[config.mk]
export PLATFORM = sky130hd
export DESIGN_NAME = mux_pair_rx
export DESIGN_NICKNAME = d
export VERILOG_FILES = /design/src/rtl/mux_pair_rx.sv
export SDC_FILE = /design/constraint.sdc
export NUM_CORES = 1
export LEC_CHECK = 0
export CAP_MARGIN = 25
export CELL_PAD_IN_SITES_DETAIL_PLACEMENT = 0
export CELL_PAD_IN_SITES_GLOBAL_PLACEMENT = 2
export CORE_MARGIN = 2
export CORE_UTILIZATION = 30
export DETAILED_ROUTE_END_ITERATION = 8
export PLACE_DENSITY_LB_ADDON = 0.12
export RECOVER_POWER = 25
export SYNTH_ARGS = -nofsm -noshare
export SYNTH_HDL_FRONTEND = slang
export SYNTH_SLANG_ARGS = --single-unit
[constraint.sdc]
create_clock -name clk -period 2.5 [get_ports clk]
set_input_delay 0.375 -clock clk [delete_from_list [all_inputs] [get_ports clk]]
set_output_delay 0.375 -clock clk [all_outputs]
set_load 0.05 [all_outputs]
[src/rtl/mux_pair_rx.sv]
// mux_pair_rx: re-pairs sel=0/sel=1 halves of a muxed bus into one word pair.
// Ports: din/din_sel/din_valid/din_ready in; out1/out2/out_valid/out_ready out; seq_err, pair_cnt.
module mux_pair_rx #(
  parameter int W     = 8,
  parameter int CNT_W = 16
) (
  input  logic             clk,
  input  logic             rst,
  input  logic [W-1:0]     din,
  input  logic             din_sel,
  input  logic             din_valid,
  output logic             din_ready,
  output logic [W-1:0]     out1,
  output logic [W-1:0]     out2,
  output logic             out_valid,
  input  logic             out_ready,
  output logic             seq_err,
  output logic [CNT_W-1:0] pair_cnt
);

  typedef enum logic [1:0] {
    EMPTY = 2'd0,
    HALF  = 2'd1,
    FULL  = 2'd2
  } state_t;

  state_t state_q;
  state_t state_d;

  logic [W-1:0] a_q;
  logic         acc;
  logic         load_a;
  logic         load_pair;
  logic         clr_valid;
  logic         err_d;

  // Ready never looks at din_valid; in FULL it opens only when the pair drains.
  assign din_ready = ~rst & ((state_q != FULL) | out_ready);
  assign acc       = din_valid & din_ready;

  always_ff @(posedge clk) begin
    if (rst) state_q <= EMPTY;
    else     state_q <= state_d;
  end

  always_comb begin
    state_d = state_q;
    unique case (state_q)
      EMPTY: begin
        if (acc && !din_sel) state_d = HALF;
      end
      HALF: begin
        if (acc && din_sel) state_d = FULL;
      end
      FULL: begin
        if (out_ready) begin
          if (acc && !din_sel) state_d = HALF;
          else                 state_d = EMPTY;
        end
      end
      default: state_d = EMPTY;
    endcase
  end

  always_comb begin
    load_a    = 1'b0;
    load_pair = 1'b0;
    clr_valid = 1'b0;
    err_d     = 1'b0;
    unique case (state_q)
      EMPTY: begin
        if (acc) begin
          load_a = !din_sel;
          err_d  = din_sel;
        end
      end
      HALF: begin
        if (acc) begin
          load_pair = din_sel;
          load_a    = !din_sel;
          err_d     = !din_sel;
        end
      end
      FULL: begin
        // acc here implies out_ready, so the drain and accept coincide.
        clr_valid = out_ready;
        if (acc) begin
          load_a = !din_sel;
          err_d  = din_sel;
        end
      end
      default: ;
    endcase
  end

  always_ff @(posedge clk) begin
    if (rst) begin
      a_q       <= '0;
      out1      <= '0;
      out2      <= '0;
      out_valid <= 1'b0;
      seq_err   <= 1'b0;
      pair_cnt  <= '0;
    end else begin
      seq_err <= err_d;
      if (load_a) a_q <= din;
      if (load_pair) begin
        out1      <= a_q;
        out2      <= din;
        out_valid <= 1'b1;
        pair_cnt  <= pair_cnt + 1'b1;
      end else if (clr_valid) begin
        out_valid <= 1'b0;
      end
    end
  end

endmodule

==> impl_metrics.tcl, run 1 <==
set metrics [dict create \
    synth_warnings 0 \
    power.leakage_nw 0.8048 \
    die_area_mm2 0.006690 \
    p_int_mw 1.042 \
    drcViolationCount 0 \
    power.density_mw_per_mm2 550.4 \
    n_antenna_cell 0 \
    initial_core_util_pct 30.85 \
    grt_pass1_vias 1387 \
    post_cts_resized 0 \
    reg2reg_depth 5 \
    pwr-share-seq_pct 53.2 \
    crit_required_ps 2680 \
    h-tree-depth 2 \
    vias 1546 \
    worst_skew_pair.late_latency_ps 290 \
    io_pins 48 \
    wl_per_cell_um 12.71 \
    postCtsSetupBuffers 0 \
    hold_class "flip-flop to flip-flop" \
    nFillCells 620 \
    p_sw_share_pct 22.66 \
    rows 28 \
    grt_antenna_before_repair 0 \
    dp_hpwl_um 2929 \
    startpoint_type "primary input" \
    seq_area_frac_synth_pct 48.52 \
    core-area_mm2 0.005886 \
    synth_most_common_cell "dfxtp_1" \
    grt_pass1_wl_um 6693 \
    highest_layer "met4" \
    ff2ff_setup_slack_ps 610 \
    postSynth.asyncResetShare_pct 0 \
    syn_inst 207 \
    rsz0062_at_grt "no" \
    slew_headroom_pct 61.43 \
    final_area_mm2 0.002449 \
    crit_path_max_incr_delay_ps 600 \
    synthesis.nets 221 \
    drt_iter0_markers 64 \
    pwr-share-comb_pct 6.6 \
    worstMarginPinSlew_ps 578.6 \
    placed_area_mm2 0.002365 \
    die_w_um 81.79 \
    hold_viol 0 \
    first_pass_iters 4 \
    synthTopCellsByArea "dfxtp_1 (49%), nand2_1 (7.4%), a21oi_1 (6.3%)" \
    pwr-share-clk_pct 40.2 \
    cts-root-buf "clkbuf_8" \
    synth_edf_count 0 \
    min_period_over_period_pct 83.00 \
    endpoint "a_q[3]" \
    cts-buffers-inserted 5 \
    worstSetupPathType "primary input to flip-flop" \
    dieHeight_um 81.79 \
    synth.avg_cell_area_um2 8.770 \
    period_needed_ps 2075 \
    final_nets 270 \
    drv_slew 0 \
    max_freq_ghz 0.4819 \
    synth_cell_types 34 \
    clk_path_buf_depth 2 \
    tritoncts "done" \
    io_buffers 47 \
    synth_common_cells "dfxtp_1 (44), nand2_1 (36), nor2_1 (26)" \
    path_clk_slew_ps 90 \
    crit_fanout 8 \
    gp_congestion 0.7353 \
    grt.overflow.total 0 \
    yosys.area.top_type "dfxtp_1" \
    finalPower_mw 1.348 \
    path_delay_family "buffers and inverters" \
    path_depth 6 \
    ir_worst_vdd_uv 263.5 \
    drtAntennaViolNets 0 \
    rr_endpoint "a_q[3]" \
    finalWirelength_um 4220 \
    netlist_area_mm2 0.001815 \
    grt_start_max_net_pins 31 \
    drt-met1-wl_um 2123 \
    dr_wl_met2_um 1926 \
    synth_seq_cells 44 \
    maxCapViolCount 0 \
    p_sw_mw 0.3054 \
    slowest_stage "dlygate4sd3_1" \
    finalClockSkew_ps 4.703 \
    track_usage_pct 12.95 \
    yosys_most_used_dff "dfxtp_1" \
    setup_viol 0 \
    wl_met3_um 147 \
    drive_gt1_share_pct 6.615 \
    cts_hold_buf 0 \
    post-route-util_pct 41.60 \
    status "finished, final reports clean" \
    startpoint "din_sel" \
    end_kind "flip-flop" \
    critPathBufInv 2 \
    setup_tns_ps 0 \
    crit_chain "dlygate4sd3_1, nand2b_1, a2111oi_0, clkbuf_1, mux2i_1, nor2_1" \
    area_growth_pct 34.87 \
    yosys.area.top_type_share_pct 48.52 \
    worstPathArrival_ps 2260 \
    r2r_start "state_q[0]" \
    viasPerCell 4.657 \
    clkSinkCount 44 \
]
per-layer routing:
metal	vias to the layer above	track usage, %
li1	805	-
met1	710	17.61
met2	29	20.33
met3	2	2.747
met4	0	4.500
met5	-	0
placed cells by master, fill, tap and decap left out, types with 2 or more instances in the layout:
master | synthesis | routed
xnor2_1 | 8 | 8
clkdlybuf4s50_1 | 0 | 44
and3_1 | 2 | 2
nor2_1 | 26 | 26
a21oi_1 | 23 | 23
nand3b_1 | 2 | 2
inv_1 | 4 | 4
clkbuf_1 | 4 | 2
xor2_1 | 2 | 2
nor3_1 | 3 | 3
nand4b_1 | 5 | 5
nand3_1 | 5 | 5
mux2i_1 | 9 | 9
nand4_1 | 5 | 5
a31o_2 | 2 | 2
nand2_1 | 36 | 36
buf_4 | 1 | 4
and4_1 | 2 | 2
nand2b_1 | 4 | 4
dfxtp_1 | 44 | 44
o21ai_0 | 3 | 3
clkbuf_8 | 0 | 5
state kept, by name (all words and copies together) (netlist names):
signal,flops
out1,8
state_q,2
out_valid,1
seq_err,1
out2,8
pair_cnt,16
a_q,8
kinds of logic after synthesis:
logic type	after synthesis	share of synthesized area, %
XOR/XNOR	10	4.825
AND/OR/NAND/NOR	99	27.70
flip-flops	44	48.52
adder cells (fa/ha/maj)	1	0.6891
buffers and inverters	14	3.308
AO/OA/AOI/OAI	30	9.993
multiplexers	9	4.962
power groups by stage:
| stage | Combinational, mW | Sequential (mW) | Clock, mW |
|---|---|---|---|
| 5_1_grt | 0.0953 | 0.718 | 0.599 |
| 3_5_place_dp | 0.0927 | 0.734 | 0 |
| 6_report | 0.0887 | 0.717 | 0.542 |
| 3_3_place_gp | 0.0936 | 0.734 | 0 |
| 4_1_cts | 0.0931 | 0.717 | 0.567 |
| 2_1_floorplan | 0.0438 | 0.741 | 0 |
layout make-up:
class / instances / area [um2] / area share (%)
clock buffer: 5 / 68.82 / 2.810
clock inverter: 3 / 42.54 / 1.737
inverter: 4 / 15.01 / 0.6132
multi-input combinational: 149 / 854.6 / 34.90
sequential: 44 / 880.8 / 35.97
tap: 75 / 93.84 / 3.832
timing repair buffer: 52 / 493.0 / 20.13
stage by stage:
step                      worst slack (ps)  hold slack [ps]  instances
after floorplan                      640.0            431.2        207
after global placement               362.2            444.9        324
after detailed placement             341.6            446.1        324
after CTS                            514.6            457.4        332
after global routing                 236.2            473.5        332
final                                424.9            457.8        332
tightest hold or removal path: cells and delay by family (launching register included):
kind / cells / cell delay [ps]
AO/OA/AOI/OAI: 1 / 50
flip-flops: 1 / 320
AND/OR/NAND/NOR: 1 / 50
worst min path at each step:
stage | startpoint | end | slack, ps | cells after the start
2_1_floorplan | a_q[0] | out1[0] | 430 | 2
3_3_place_gp | out2[0] | out2[0] | 440 | 2
3_5_place_dp | a_q[2] | out1[2] | 450 | 2
4_1_cts | a_q[7] | out1[7] | 460 | 2
5_1_grt | a_q[3] | out1[3] | 470 | 2
6_report | out2[2] | out2[2] | 460 | 2
Power figures use the tool's default switching activity.
==> inputs of run 2 (changes only) <==
--- a/config.mk
+++ b/config.mk
@@ -9,7 +9,7 @@
 export CELL_PAD_IN_SITES_DETAIL_PLACEMENT = 0
 export CELL_PAD_IN_SITES_GLOBAL_PLACEMENT = 2
 export CORE_MARGIN = 2
-export CORE_UTILIZATION = 30
+export CORE_UTILIZATION = 25
 export DETAILED_ROUTE_END_ITERATION = 8
 export PLACE_DENSITY_LB_ADDON = 0.12
 export RECOVER_POWER = 25
==> constraint.sdc (replaced) <==
create_clock -name clk -period 1.7 [get_ports clk]
set_input_delay 0.255 -clock clk [delete_from_list [all_inputs] [get_ports clk]]
set_output_delay 0.255 -clock clk [all_outputs]
set_load 0.05 [all_outputs]
==> run 2 against run 1 <==
Setup slack lost 360 ps. Critical path depth shrank 1. Via count grew 5.6%. Sequential power grew 46%. Utilization shrank 6.6 points. Flip-flop and latch count is the same. First-iteration DRC count grew 6.3%. Largest cell class unchanged. Register-to-register slack lost 460 ps. Design area grew 2.1%. Routed wire length grew 11%. Non-clock buffer count grew 14.
==> impl_metrics.tcl, run 2 (synthesis results as in run 1) <==
set metrics [dict create \
    worstPathArrival_ps 1380 \
    min_from "rst" \
    layout_setup_ws_ps 66.34 \
    dp_slack_ps -226.2 \
    final_nets 284 \
    initial_core_util_pct 25.44 \
    grtUsageMet3_pct 3.416 \
    hold_viol 0 \
    rr_endpoint "a_q[0]" \
    drtAntennaViolNets 0 \
    crit_fanout 6 \
    power.leakage_nw 0.8805 \
    max_freq_ghz 0.6121 \
    io_buffers 47 \
    gp_congestion 0.7601 \
    cts-root-buf "clkbuf_8" \
    layout_common_cells "nand2_1 (36), dfxtp_1 (34), buf_4 (31)" \
    dp.cells 362 \
    setup_tns_ps 0 \
    grt_start_max_net_pins 30 \
    core-area_mm2 0.007137 \
    finalClockSkew_ps 4.899 \
    end_kind "output port" \
    worst_skew_pair.late_latency_ps 300 \
    maxCapViolCount 0 \
    rows 31 \
    wl_per_cell_um 12.68 \
    hold_end "pair_cnt[5]" \
    grt.busiest_layer "met2" \
    setup_viol 0 \
    hold_class "primary input to flip-flop" \
    hold_depth 3 \
    startpoint_type "flip-flop" \
    post-route-util_pct 35.05 \
    cts-buffers-inserted 5 \
    ff2ff_setup_slack_ps 150 \
    dieHeight_um 89.22 \
    final_common_cell "nand2_1" \
    tritoncts "done" \
    h-tree-depth 2 \
    largest_register_ffs 16 \
    drv_slew 0 \
    track_usage_pct 12.38 \
    n_antenna_cell 0 \
    rsz0062_at_grt "no" \
    grt_pass1_wl_um 7638 \
    die_area_mm2 0.007959 \
    power.density_mw_per_mm2 756.1 \
    die_w_um 89.22 \
    min_period_over_period_pct 96.10 \
    period_needed_ps 1634 \
    r2r_start "state_q[0]" \
    first_pass_iters 4 \
    dp_hpwl_um 3423 \
    fin_cells 370 \
    worstSetupPathType "flip-flop to output port" \
    grt_use_met2_pct 20.34 \
    ir_worst_vdd_uv 290.7 \
    viasPerCell 4.411 \
    reg2reg_depth 6 \
    clkSinkCount 44 \
    drcViolationCount 0 \
    status "finished, final reports clean" \
    largest_register "pair_cnt" \
    io_pins 48 \
    grt_use_met1_pct 16.05 \
    path_clk_slew_ps 90 \
    nFillCells 798 \
    vias 1632 \
    clk_path_buf_depth 2 \
    grt_antenna_before_repair 0 \
    area_growth_pct 37.77 \
    crit_required_ps 1440 \
    grt.overflow.total 0 \
    cts_hold_buf 0 \
    drive_gt1_share_pct 22.51 \
    worstMarginPinSlew_ps 635.7 \
    slew_headroom_pct 57.80 \
    finalWirelength_um 4691 \
    grt_pass1_vias 1497 \
    drt_iter0_markers 68 \
    postCtsSetupBuffers 0 \
]
-- run 2: cell count changes in the layout (fill, tap and decap cells not counted), moves of 4 or more --
cell and change:
buf_4 +27, dfxtp_2 +10, clkbuf_1 +17, dfxtp_1 -10, buf_12 +4, clkdlybuf4s50_1 -33
-- run 2: per-stage QoR --
stage	power, mW	area [um2]	hold WS (ps)
final	1.891	2501	383.9
after global routing	1.982	2501	398.0
after CTS	1.934	2570	390.3
after detailed placement	1.237	2476	450.4
after global placement	1.238	2476	446.0
after floorplan	1.154	1827	391.0
-- run 2: how the worst max path moves through the flow --
stage                     start  slack [ps]  cells after the start           end
global route         state_q[0]           4                      5     din_ready
global placement      din_valid        -190                      6  pair_cnt[13]
detailed placement    din_valid        -230                      5  pair_cnt[14]
finish               state_q[0]          70                      5     din_ready
CTS                  state_q[0]          20                      5     din_ready
floorplan           pair_cnt[9]          20                      4  pair_cnt[14]
-- run 2: power breakdown --
part           leakage, nW  internal (mW)  total (mW)  switching [mW]
clock               0.0404          0.292       0.684           0.393
sequential           0.361           1.04        1.05         0.00693
combinational        0.480         0.0698       0.157          0.0871
total                0.880           1.40        1.89           0.487
-- run 2: worst max-delay path: stages, from the launching register on --
cell	delay, ps
dfxtp_1	330
buf_4	160
nor3b_4	220
buf_4	160
nor2_2	50
buf_12	160
-- run 2: repair_timing --
action                     4_1_cts  5_1_grt
pin swaps                        1        0
setup endpoints to repair        1        1
cloned                           0        0
resized for setup                1        1
-- run 2: layout make-up --
type / instances / area (um2) / share of cell area, %
flip-flops and latches: 44 / 893.4 / 35.72
multi-input cells: 149 / 877.1 / 35.07
inverters: 4 / 15.01 / 0.6003
clock buffers: 5 / 68.82 / 2.751
clock inverters: 3 / 23.77 / 0.9505
repair buffers: 66 / 499.2 / 19.96
well taps: 99 / 123.9 / 4.952
-- run 2: routing by layer --
metal  vias up  part of all wire (%)
li1        833                     -
met2        27                    47
met4         0                  0.64
met3         4                   4.3
met5         -                     0
met1       768                    48
==> inputs of run 3 (changes only) <==
--- a/config.mk
+++ b/config.mk
@@ -5,7 +5,6 @@
 export SDC_FILE = /design/constraint.sdc
 export NUM_CORES = 1
 export LEC_CHECK = 0
-export CAP_MARGIN = 25
 export CELL_PAD_IN_SITES_DETAIL_PLACEMENT = 0
 export CELL_PAD_IN_SITES_GLOBAL_PLACEMENT = 2
 export CORE_MARGIN = 2
==> results of run 3 <==
No change in the layout: final DEF, timing and power equal those of run 2.
